--- config.mk ---
export PLATFORM = sky130hd
export DESIGN_NAME = xor3_parity_pipe
export DESIGN_NICKNAME = d
export VERILOG_FILES = /design/src/rtl/xor3_parity_pipe.sv
export SDC_FILE = /design/constraint.sdc
export NUM_CORES = 1
export LEC_CHECK = 0
export CAP_MARGIN = 20
export CORE_MARGIN = 5
export CORE_UTILIZATION = 40
export CTS_BUF_LIST = sky130_fd_sc_hd__clkbuf_4
export DETAILED_ROUTE_END_ITERATION = 10
export GPL_TIMING_DRIVEN = 1
export HOLD_SLACK_MARGIN = 0.02
export PLACE_DENSITY = 0.66
export RECOVER_POWER = 25
export SLEW_MARGIN = 30
export SYNTH_ARGS = -nofsm -noshare
export SYNTH_HDL_FRONTEND = slang
export SYNTH_SLANG_ARGS = --single-unit
--- constraint.sdc ---
create_clock -name CK -period 6.3 [get_ports CK]
set_clock_uncertainty 0.05 [all_clocks]
set_input_delay 0.945 -clock CK [delete_from_list [all_inputs] [get_ports CK]]
set_output_delay 0.945 -clock CK [all_outputs]
set_load 0.02 [all_outputs]
--- src/rtl/xor3_parity_pipe.sv ---
// Pipelined parity generator/checker: input capture rank, then a three-level XOR3
// reduction tree with one register rank per level, under a single global advance enable.
module xor3_parity_pipe #(
  parameter int WIDTH = 27,
  parameter bit ODD   = 1'b0
) (
  input  logic             CK,
  input  logic             CD,
  input  logic [WIDTH-1:0] DI,
  input  logic             PI,
  input  logic             VI,
  output logic             RI,
  output logic [WIDTH-1:0] DO,
  output logic             PO,
  output logic             PERR,
  output logic             VO,
  input  logic             RO,
  input  logic             CLR,
  output logic [15:0]      ECNT
);

  localparam int TREE_W = 27;

  function automatic logic xor3(input logic a, input logic b, input logic c);
    return a ^ b ^ c;
  endfunction

  logic              en;
  logic              xfer;

  logic [WIDTH-1:0]  s0_data;
  logic              s0_pi;
  logic              s0_v;
  logic [TREE_W-1:0] s0_pad;
  logic [8:0]        l1;

  logic [WIDTH-1:0]  s1_data;
  logic [8:0]        s1_part;
  logic              s1_pi;
  logic              s1_v;
  logic [2:0]        l2;

  logic [WIDTH-1:0]  s2_data;
  logic [2:0]        s2_part;
  logic              s2_pi;
  logic              s2_v;
  logic              l3;

  // One enable for every rank: the whole pipe moves or the whole pipe holds.
  assign en   = !VO | RO;
  assign RI   = en;
  assign xfer = VO & RO;

  always_comb begin
    // NOTE: every always_comb output gets a default first, so no path can infer a latch.
    s0_pad             = '0;
    s0_pad[WIDTH-1:0]  = s0_data;
  end

  always_comb begin
    l1 = '0;
    for (int i = 0; i < 9; i++) begin
      l1[i] = xor3(s0_pad[3*i], s0_pad[3*i+1], s0_pad[3*i+2]);
    end
  end

  always_comb begin
    l2 = '0;
    for (int j = 0; j < 3; j++) begin
      l2[j] = xor3(s1_part[3*j], s1_part[3*j+1], s1_part[3*j+2]);
    end
  end

  assign l3 = xor3(s2_part[0], s2_part[1], s2_part[2]) ^ ODD;

  always_ff @(posedge CK or posedge CD) begin
    if (CD) begin
      // NOTE: datapath registers are reset as well, so DO/PO/PERR read 0 rather than X out of reset.
      s0_data <= '0;
      s0_pi   <= 1'b0;
      s0_v    <= 1'b0;
      s1_data <= '0;
      s1_part <= '0;
      s1_pi   <= 1'b0;
      s1_v    <= 1'b0;
      s2_data <= '0;
      s2_part <= '0;
      s2_pi   <= 1'b0;
      s2_v    <= 1'b0;
      DO      <= '0;
      PO      <= 1'b0;
      PERR    <= 1'b0;
      VO      <= 1'b0;
    end else if (en) begin
      // NOTE: non-blocking assignments make each rank take its predecessor's pre-edge value.
      s0_data <= DI;
      s0_pi   <= PI;
      s0_v    <= VI;
      s1_data <= s0_data;
      s1_part <= l1;
      s1_pi   <= s0_pi;
      s1_v    <= s0_v;
      s2_data <= s1_data;
      s2_part <= l2;
      s2_pi   <= s1_pi;
      s2_v    <= s1_v;
      DO      <= s2_data;
      PO      <= l3;
      PERR    <= l3 ^ s2_pi;
      VO      <= s2_v;
    end
  end

  // Error counter: clear wins over an error transfer on the same edge; saturates at all-ones.
  always_ff @(posedge CK or posedge CD) begin
    if (CD) begin
      ECNT <= '0;
    end else if (CLR) begin
      ECNT <= '0;
    end else if (xfer && PERR && (ECNT != 16'hFFFF)) begin
      ECNT <= ECNT + 16'd1;
    end
  end

endmodule
==> results of run 1 <==
## per-layer routing
layer,track usage,vias up,part of all wire
met5,0,-,0
met4,0.0554,0,0.016
met3,0.0462,14,0.046
met2,0.238,88,0.49
met1,0.165,2182,0.45
li1,-,2240,-
## state kept, by name (all words and copies together), names as in the netlist
signal   flops
s2_pi        1
s1_part      9
s2_part      3
PO           1
s1_data     27
s2_data     27
s0_v         1
s0_data     27
s1_pi        1
VO           1
DO          27
s2_v         1
ECNT        16
s0_pi        1
PERR         1
s1_v         1
## synthesized netlist by cell type
master	instances	area, µm²
sky130_fd_sc_hd__xor2_1	14	123
sky130_fd_sc_hd__dfrtp_1	145	3630
sky130_fd_sc_hd__buf_1	3	11.3
sky130_fd_sc_hd__or4_1	4	30.0
sky130_fd_sc_hd__clkbuf_1	29	109
sky130_fd_sc_hd__or3_2	1	7.51
sky130_fd_sc_hd__nor2_1	8	30.0
sky130_fd_sc_hd__xnor2_1	13	114
sky130_fd_sc_hd__and3_1	1	6.26
sky130_fd_sc_hd__o41ai_1	3	26.3
sky130_fd_sc_hd__inv_1	4	15.0
sky130_fd_sc_hd__and2_1	1	6.26
sky130_fd_sc_hd__nand2_1	365	1370
sky130_fd_sc_hd__nor3_1	2	10.0
sky130_fd_sc_hd__nand4_1	4	25.0
sky130_fd_sc_hd__ha_1	1	12.5
sky130_fd_sc_hd__mux2_2	6	67.6
sky130_fd_sc_hd__or2_2	1	6.26
sky130_fd_sc_hd__o31ai_1	4	30.0
sky130_fd_sc_hd__and4_1	3	26.3
sky130_fd_sc_hd__nand2b_1	1	6.26
sky130_fd_sc_hd__clkbuf_2	1	5.00
sky130_fd_sc_hd__and4_2	1	10.0
sky130_fd_sc_hd__a21oi_1	7	35.0
sky130_fd_sc_hd__a31oi_1	3	18.8
sky130_fd_sc_hd__o311ai_0	2	17.5
sky130_fd_sc_hd__or3_1	1	6.26
sky130_fd_sc_hd__inv_2	1	3.75
sky130_fd_sc_hd__nor2b_1	7	43.8
sky130_fd_sc_hd__or4b_4	1	13.8
sky130_fd_sc_hd__nand3_1	6	30.0
sky130_fd_sc_hd__o21ai_0	16	80.1
sky130_fd_sc_hd__nand4_2	1	12.5
sky130_fd_sc_hd__and3_2	1	7.51
sky130_fd_sc_hd__mux2i_1	1	10.0
sky130_fd_sc_hd__nor4_1	3	18.8
## final cells by class
cell class	count	share of cell area
multi-input cells	482	0.308
clock inverters	15	0.0166
well taps	184	0.0321
flip-flops and latches	145	0.507
repair buffers	83	0.115
inverters	5	0.00297
clock buffers	17	0.0178
diodes	1	0.000349
## worst paths after layout
kind	from	end	slack [ps]	cells after the start
worst max register to register	VO	s1_part[3]	4100	4
worst max-delay path	CD	s0_data[4]	2440	3
min in group asynchronous	CD	ECNT[9]	1840	2
worst min-delay path	s1_data[6]	s2_data[6]	430	2
worst min register to register	s1_data[6]	s2_data[6]	430	2
max in group CK	RO	RI	2490	5
## cell families (layout without fill, tap and decap cells)
family / after synthesis / count (layout) / synth area share
AO/OA/AOI/OAI: 35 / 35 / 0.0348
XOR/XNOR: 27 / 27 / 0.0396
adder cells (fa/ha/maj): 1 / 1 / 0.00209
buffers and inverters: 38 / 120 / 0.0241
flip-flops: 145 / 145 / 0.607
multiplexers: 7 / 7 / 0.0130
other: 0 / 1 / 0
AND/OR/NAND/NOR: 412 / 412 / 0.279
## report_power, final
part | switching [mW] | internal [mW]
logic | 0.568 | 0.435
clock network | 0.328 | 0.191
registers | 0.216 | 1.29
## metrics by stage
step / cells / worst slack (ps) / total power [mW]
finish: 932 / 2440 / 3.03
floorplan: 665 / 1410 / 2.17
CTS: 931 / 2600 / 3.09
detailed placement: 899 / 2600 / 2.56
global placement: 899 / 2640 / 2.53
global route: 932 / 1700 / 3.28
## critical path, stage by stage
cell	delay [ps]
sky130_fd_sc_hd__dlygate4sd3_1	550
sky130_fd_sc_hd__clkinvlp_2	1980
sky130_fd_sc_hd__buf_4	910
==> impl_summary.log, run 1 <==
INFO  metric grt_usage = 0.140
INFO  metric die-area = 0.0175 mm²
INFO  metric grt_remaining_overflow = 0
INFO  metric routed_wirelength = around 11,000 µm
INFO  metric worstPathRequired = 6840 ps
INFO  metric cts.sink_count = around 150
INFO  metric leading_cell_type_in_the_layout_fill_and_taps_excluded = sky130_fd_sc_hd__nand2_1
INFO  metric core.rowCount = 44
INFO  metric placed_cell_area = 0.00692 mm²
INFO  metric wire_per_inst = 12.3 µm
INFO  metric tritoncts.num_buffers = 17
INFO  metric cp_max_fo = 82
INFO  metric max_cap_viol_count = 1
INFO  metric seqCellArea = 0.00363 mm²
INFO  metric max_slew_margin = -1.37
INFO  metric drt-vias-per-instance = just under 5
INFO  metric layout_worst_path_cycle_share = 0.613
INFO  metric synth-seq-area-share = 0.607
INFO  metric number_of_antenna_violations_at_the_first_check_in_global_routing = 1
INFO  metric result_of_the_run = complete, but fails checks
INFO  metric postCtsResizedCells = 0
INFO  metric worst-endpoint-arrival = 4400 ps
INFO  metric start_util = 0.409
INFO  metric remaining_design_rule_violation_count = 0
INFO  metric vias = roughly 4,500
INFO  metric worst_setup_hold_path_clk_slew = 120 ps
INFO  metric place_hpwl = 7670 µm
INFO  metric drt_pre_antenna_iters = 4
INFO  metric grt_max_degree = 116
INFO  metric cts_buffer_depth = 2
INFO  metric failed_checks = capacitance limit, slew limit
INFO  metric drtIter0Drc = 285
INFO  metric nNetsFinal = 768
INFO  metric clock_tree.htree_level_count = 4
INFO  metric fin_worst_hold_slack = 425 ps
INFO  metric cts.hold.buffers_added = 0
INFO  metric ys_types = 36
INFO  metric drive_above_1_share = 0.0602
INFO  metric number_of_synthesized_register_bits = 145
INFO  metric timing_worst_slew_pin_value = around 3500 ps
INFO  metric cts_setup_buffers = 0
INFO  metric net_count_after_synthesis = approximately 700
INFO  metric gp_routability_congestion = 0.799
INFO  metric fin_crit = 3860 ps
INFO  metric io_pins = 80
INFO  metric criticalPathCategory = in -> async
INFO  metric synth.yosys.warnings = 0
INFO  metric wire_length_of_the_first_global_routing_pass = 20,500 µm
INFO  metric first_global_vias = ~4,500
INFO  metric fp.dieH = 132 µm
INFO  metric maxClockFrequency = between 200 and 300 MHz
INFO  metric grt_setup_unrepaired = no
INFO  metric final_util = 0.491
INFO  metric clk_latency = 550 ps
INFO  metric syn2layout_area_growth = 19.9%
INFO  metric clock_tree.root_cell = sky130_fd_sc_hd__clkbuf_4
INFO  metric post-route-cell-area = between 0.007 and 0.008 mm²
INFO  metric setup_tns = 0 ps
INFO  metric critical_path.endpoint_type = asynchronous set/reset pin
INFO  metric leakage = 3.50 nW
INFO  metric hold_viol_final = 0
INFO  metric cellPowerDensity = roughly 420 mW/mm²
INFO  metric core_area = ~0.015 mm²
INFO  metric hold_class = reg -> reg
INFO  metric synth_area = around 0.0060 mm²
INFO  metric timing.critical_path.from_type = input pin
INFO  metric clock_tree_from_tritoncts = yes
INFO  metric layout_common_cells = 365 x sky130_fd_sc_hd__nand2_1, 145 x sky130_fd_sc_hd__dfrtp_1, 77 x sky130_fd_sc_hd__clkdlybuf4s50_1
INFO  metric irDropWorstVdd = 189 µV
INFO  metric fill_cells = 1,375
INFO  metric final-setup-viol-count = 0
INFO  metric port_buffers = 79
INFO  metric multiInputGateArea = 0.00221 mm²
INFO  metric postSynthCellCount = approximately 670
INFO  metric dieWidth = ~130 µm
INFO  metric route.antenna.remaining_nets = 0
INFO  metric drv_slew = between 80 and 90
INFO  metric synth_area_per_cell = 8.98 µm²
Power figures use the tool's default switching activity.
==> inputs of run 2 (changes only) <==
clock period = 3.57 ns   (was 6.3 ns; I/O delays follow)
==> impl_summary.log, run 2 (synthesis gave the netlist of run 1 again) <==
INFO  metric grt_setup_unrepaired = no
INFO  metric vias = 4,482
INFO  metric die-area = 0.0175 mm²
INFO  metric dieWidth = ~130 µm
INFO  metric core_area = between 0.01 and 0.015 mm²
INFO  metric fp.dieH = 132 µm
INFO  metric irDropWorstVdd = 333 µV
INFO  metric nNetsFinal = 768
INFO  metric r2r-start = ECNT[2]
INFO  metric cellPowerDensity = roughly 750 mW/mm²
INFO  metric syn2layout_area_growth = 21.0%
INFO  metric worstSetupStartpoint = RO
INFO  metric final-setup-viol-count = 0
INFO  metric core.rowCount = 44
INFO  metric flop_to_flop_setup_slack = 1590 ps
INFO  metric worst_r2r_endpoint = ECNT[14]
INFO  metric cp_max_fo = 3
INFO  metric cts.sink_count = between 100 and 150
INFO  metric drtIter0Drc = 314
INFO  metric timing.critical_path.to = RI
INFO  metric wire_per_inst = 12.6 µm
INFO  metric reg2regPathDepth = 4
INFO  metric max_slew_margin = 0.415
INFO  metric clock_tree.htree_level_count = 4
INFO  metric drt-vias-per-instance = 4.81
INFO  metric result_of_the_run = finished, final reports clean
INFO  metric port_buffers = 79
INFO  metric fin_crit = around 2500 ps
INFO  metric leakage = 3.53 nW
INFO  metric hold_viol_final = 0
INFO  metric setup_tns = 0 ps
INFO  metric remaining_design_rule_violation_count = 0
INFO  metric fin_worst_hold_slack = about 430 ps
INFO  metric number_of_antenna_violations_at_the_first_check_in_global_routing = 1
INFO  metric grt_remaining_overflow = 0
INFO  metric cts.hold.buffers_added = 0
INFO  metric cts_buffer_depth = 2
INFO  metric worst-endpoint-arrival = 1880 ps
INFO  metric timing_worst_slew_pin_value = 872 ps
INFO  metric cts_setup_buffers = 0
INFO  metric postCtsResizedCells = 0
INFO  metric leading_cell_type_in_the_layout_fill_and_taps_excluded = sky130_fd_sc_hd__nand2_1
INFO  metric route.antenna.remaining_nets = 0
INFO  metric drv_slew = 0
INFO  metric tritoncts.num_buffers = 17
INFO  metric first_global_vias = 4,532
INFO  metric clk_latency = 540 ps
INFO  metric max_cap_viol_count = 0
INFO  metric maxClockFrequency = 405 MHz
INFO  metric worst_setup_hold_path_clk_slew = 130 ps
INFO  metric io_pins = 80
INFO  metric fill_cells = about 1,400
INFO  metric grt_max_degree = 143
INFO  metric place_hpwl = 7750 µm
INFO  metric grt_usage = 0.143
INFO  metric wire_length_of_the_first_global_routing_pass = 21,000 µm
INFO  metric clock_tree.root_cell = sky130_fd_sc_hd__clkbuf_4
INFO  metric critical_path.endpoint_type = primary output
INFO  metric routed_wirelength = 11,700 µm
INFO  metric timing.critical_path.from_type = input pin
INFO  metric gp_routability_congestion = 0.804
INFO  metric drt_pre_antenna_iters = 5
INFO  metric layout_worst_path_cycle_share = 0.691
INFO  metric start_util = 0.409
INFO  metric layout_common_cells = 365 x sky130_fd_sc_hd__nand2_1, 145 x sky130_fd_sc_hd__dfrtp_1, 78 x sky130_fd_sc_hd__clkdlybuf4s50_1
INFO  metric worstPathRequired = 2980 ps
INFO  metric clock_tree_from_tritoncts = yes
INFO  metric criticalPathCategory = in -> out
INFO  metric drive_above_1_share = 0.0683
INFO  metric hold_class = reg -> reg
-- run 2: changes by cell type in the layout (fill, tap and decap cells not counted), moves of 2 or more --
cell                       change
sky130_fd_sc_hd__inv_8         +3
sky130_fd_sc_hd__buf_12        +3
sky130_fd_sc_hd__inv_6         +2
sky130_fd_sc_hd__buf_4         -2
sky130_fd_sc_hd__clkinv_1      -6
-- run 2: worst max-delay path: stages --
cell                              delay [ps]
sky130_fd_sc_hd__clkdlybuf4s50_1         480
sky130_fd_sc_hd__nor2b_4                 200
sky130_fd_sc_hd__clkinv_2                110
sky130_fd_sc_hd__clkdlybuf4s50_1         550
-- run 2: worst min-delay path by stage --
stage                      start          end  slack, ps  cells past startpoint
after CTS                     CD  s2_data[26]        250                      2
after global routing      DI[15]  s0_data[15]        380                      3
after global placement      s2_v         s2_v        390                      2
final                       s2_v         s2_v        430                      2
after detailed placement    s2_v           VO        400                      1
after floorplan             s2_v         s2_v        380                      2
-- run 2: per-stage QoR --
step	total power [mW]	std cells	worst slack, ps	area [µm²]	utilization
floorplan	3.83	665	1170	5980	-
global placement	4.48	899	1060	6950	0.476
detailed placement	4.54	899	1030	6950	0.476
CTS	5.57	931	1050	7230	0.495
global route	5.92	932	997	7230	0.495
finish	5.46	932	1100	7230	0.495
-- run 2: final cells by class --
class,instances,area [µm²],area share
Timing Repair Buffer,83,858,0.119
Multi-Input combinational cell,482,2210,0.306
Sequential cell,145,3630,0.502
Clock buffer,17,128,0.0177
Tap cell,184,230,0.0319
Antenna cell,1,2.50,0.000346
Clock inverter,15,151,0.0209
Inverter,5,21.3,0.00294
-- run 2: metal layers --
layer | part of all wire | GRT usage | routed length, µm
met1 | 0.45 | 0.180 | 5270
met2 | 0.50 | 0.237 | 5860
met3 | 0.039 | 0.0431 | 456
met4 | 0.0097 | 0.0441 | 113
met5 | 0 | 0 | 0
-- run 2: power breakdown --
group          internal (mW)  leakage, nW  switching, mW
logic                  0.781         1.59           1.00
clock network          0.367        0.141          0.648
registers               2.27         1.80          0.387
total                   3.42         3.53           2.04
==> inputs of run 3 (changes only) <==
clock period = 2.45 ns   (was 3.57 ns; I/O delays follow)
==> impl_summary.log, run 3 (synthesis gave the netlist of run 1 again) <==
INFO  metric start_util = 0.409
INFO  metric route.antenna.remaining_nets = 0
INFO  metric place_hpwl = 8080 µm
INFO  metric clock_tree_from_tritoncts = yes
INFO  metric result_of_the_run = complete, but fails checks
INFO  metric syn2layout_area_growth = 22.1%
INFO  metric grt_usage = 0.147
INFO  metric worst_setup_hold_path_clk_slew = 120 ps
INFO  metric drtIter0Drc = 301
INFO  metric grt_remaining_overflow = 0
INFO  metric setup_tns = 0 ps
INFO  metric core_area = 0.0146 mm²
INFO  metric io_pins = 80
INFO  metric cts.hold.buffers_added = 0
INFO  metric die-area = ~0.017 mm²
INFO  metric cts.sink_count = around 150
INFO  metric routedLengthMet1 = about 5300 µm
INFO  metric fin_crit = 2290 ps
INFO  metric combinational_group_share_of_total_power = 0.320
INFO  metric number_of_antenna_violations_at_the_first_check_in_global_routing = 1
INFO  metric worstPathRequired = roughly 2000 ps
INFO  metric criticalPathCategory = reg -> out
INFO  metric core.rowCount = 44
INFO  metric clk_latency = roughly 540 ps
INFO  metric timing.critical_path.from_type = flop
INFO  metric drive_above_1_share = 0.0667
INFO  metric switchingPower = 2.89 mW
INFO  metric fp.dieH = 132 µm
INFO  metric dieWidth = 132 µm
INFO  metric clock_tree.htree_level_count = 4
INFO  metric cellPowerDensity = 1120 mW/mm²
INFO  metric leakage = approximately 3.6 nW
INFO  metric port_buffers = 79
INFO  metric share_clk_of_total_power = 0.204
INFO  metric crit_path_max_incr_delay = 540 ps
INFO  metric irDropWorstVdd = 500 µV
INFO  metric routed-wl-met2 = 6060 µm
INFO  metric route.met3.wl = 549 µm
INFO  metric cp_max_fo = 4
INFO  metric timing_worst_slew_pin_value = ~1700 ps
INFO  metric highest_layer = met4
INFO  metric drt-vias-per-instance = just under 5
INFO  metric cts_setup_buffers = 0
INFO  metric layout_common_cells = 365 x sky130_fd_sc_hd__nand2_1, 145 x sky130_fd_sc_hd__dfrtp_1, 79 x sky130_fd_sc_hd__clkdlybuf4s50_1
INFO  metric finalNonFillerCells = 935
INFO  metric remaining_design_rule_violation_count = 0
INFO  metric max_slew_margin = -0.108
INFO  metric first_global_vias = 4,472
INFO  metric nNetsFinal = roughly 770
INFO  metric wire_length_of_the_first_global_routing_pass = around 21,000 µm
INFO  metric maxClockFrequency = roughly 440 MHz
INFO  metric hold_viol_final = 0
INFO  metric cp_slowest_cell = sky130_fd_sc_hd__clkdlybuf4s50_1
INFO  metric drv_slew = roughly 150
INFO  metric drt_pre_antenna_iters = 5
INFO  metric wire_per_inst = 12.9 µm
INFO  metric seq_power_share = 0.476
INFO  metric timing.critical_path.cells = nor2b_4 -> clkinv_2 -> clkdlybuf4s50_1
INFO  metric switching_share = 0.354
INFO  metric gp_routability_congestion = 0.804
INFO  metric vias = between 4,000 and 5,000
INFO  metric critical_path.endpoint_type = primary output
INFO  metric layout_worst_path_cycle_share = 0.937
INFO  metric worst-endpoint-arrival = 1880 ps
INFO  metric max_cap_viol_count = 3
INFO  metric routed_wirelength = about 12,000 µm
INFO  metric postCtsResizedCells = 0
INFO  metric fill_cells = 1,401
INFO  metric totalPowerFinal = approximately 8 mW
INFO  metric failed_checks = capacitance limit, slew limit
INFO  metric grt_max_degree = between 100 and 150
INFO  metric hold_class = in -> reg
INFO  metric clock_tree.root_cell = sky130_fd_sc_hd__clkbuf_4
INFO  metric tritoncts.num_buffers = 17
INFO  metric final-setup-viol-count = 0
INFO  metric cts_buffer_depth = 2
INFO  metric p_int = roughly 5.3 mW
INFO  metric post_placement_cell_count = 902
INFO  metric leading_cell_type_in_the_layout_fill_and_taps_excluded = sky130_fd_sc_hd__nand2_1
INFO  metric grt_setup_unrepaired = no
[run 3: cell types whose count changed in the layout (fill, tap and decap cells not counted), moves of 2 or more]
cell	before	now
sky130_fd_sc_hd__bufinv_16	1	4
sky130_fd_sc_hd__clkinv_1	0	2
sky130_fd_sc_hd__dlymetal6s4s_1	0	2
sky130_fd_sc_hd__inv_6	4	1
sky130_fd_sc_hd__inv_8	3	0
[run 3: cell type report]
class	count	area [µm²]	area share
Sequential cell	145	3630	0.498
Clock buffer	18	135	0.0185
Tap cell	184	230	0.0316
Inverter	5	21.3	0.00292
Timing Repair Buffer	86	876	0.120
Clock inverter	14	189	0.0259
Multi-Input combinational cell	482	2210	0.303
Antenna cell	1	2.50	0.000343
[run 3: metrics by stage]
stage          instance area [µm²]   util  hold WS [ps]  setup slack, ps
2_1_floorplan                 5980      -           380              213
5_1_grt                       7290  0.500           217             39.0
3_3_place_gp                  7000  0.480           397              108
3_5_place_dp                  7000  0.480           405             94.5
6_report                      7290  0.500           296              155
4_1_cts                       7320  0.502           199             82.8
[run 3: power groups by stage]
| stage | registers, mW | logic (mW) | clock network, mW |
|---|---|---|---|
| 2_1_floorplan | 4.10 | 1.49 | 0 |
| 3_3_place_gp | 3.91 | 2.63 | 0 |
| 3_5_place_dp | 3.96 | 2.70 | 0 |
| 4_1_cts | 3.90 | 2.70 | 1.74 |
| 5_1_grt | 4.02 | 2.98 | 1.85 |
| 6_report | 3.89 | 2.61 | 1.67 |
[run 3: worst paths after layout]
path / slack (ps) / cells after the start / end / from
worst max-delay path: 160 / 3 / RI / VO
worst min register to register: 430 / 2 / s0_pi / s0_pi
worst min-delay path: 300 / 3 / s0_data[17] / DI[17]
max in group asynchronous: 550 / 3 / ECNT[2] / CD
worst max register to register: 500 / 4 / ECNT[13] / ECNT[3]
min in group asynchronous: 730 / 3 / s2_data[26] / CD
[run 3: worst max-delay path: cells and delay by family, from the launching register on]
family	cells	cell delay (ps)
buffers and inverters	2	660
DFF	1	440
and+or+nand+nor	1	250
[run 3: metal layers]
metal,track usage,vias to the layer above
met4,0.0537,0
met1,0.185,2223
met3,0.0424,15
met2,0.241,94
met5,0,-
li1,-,2250
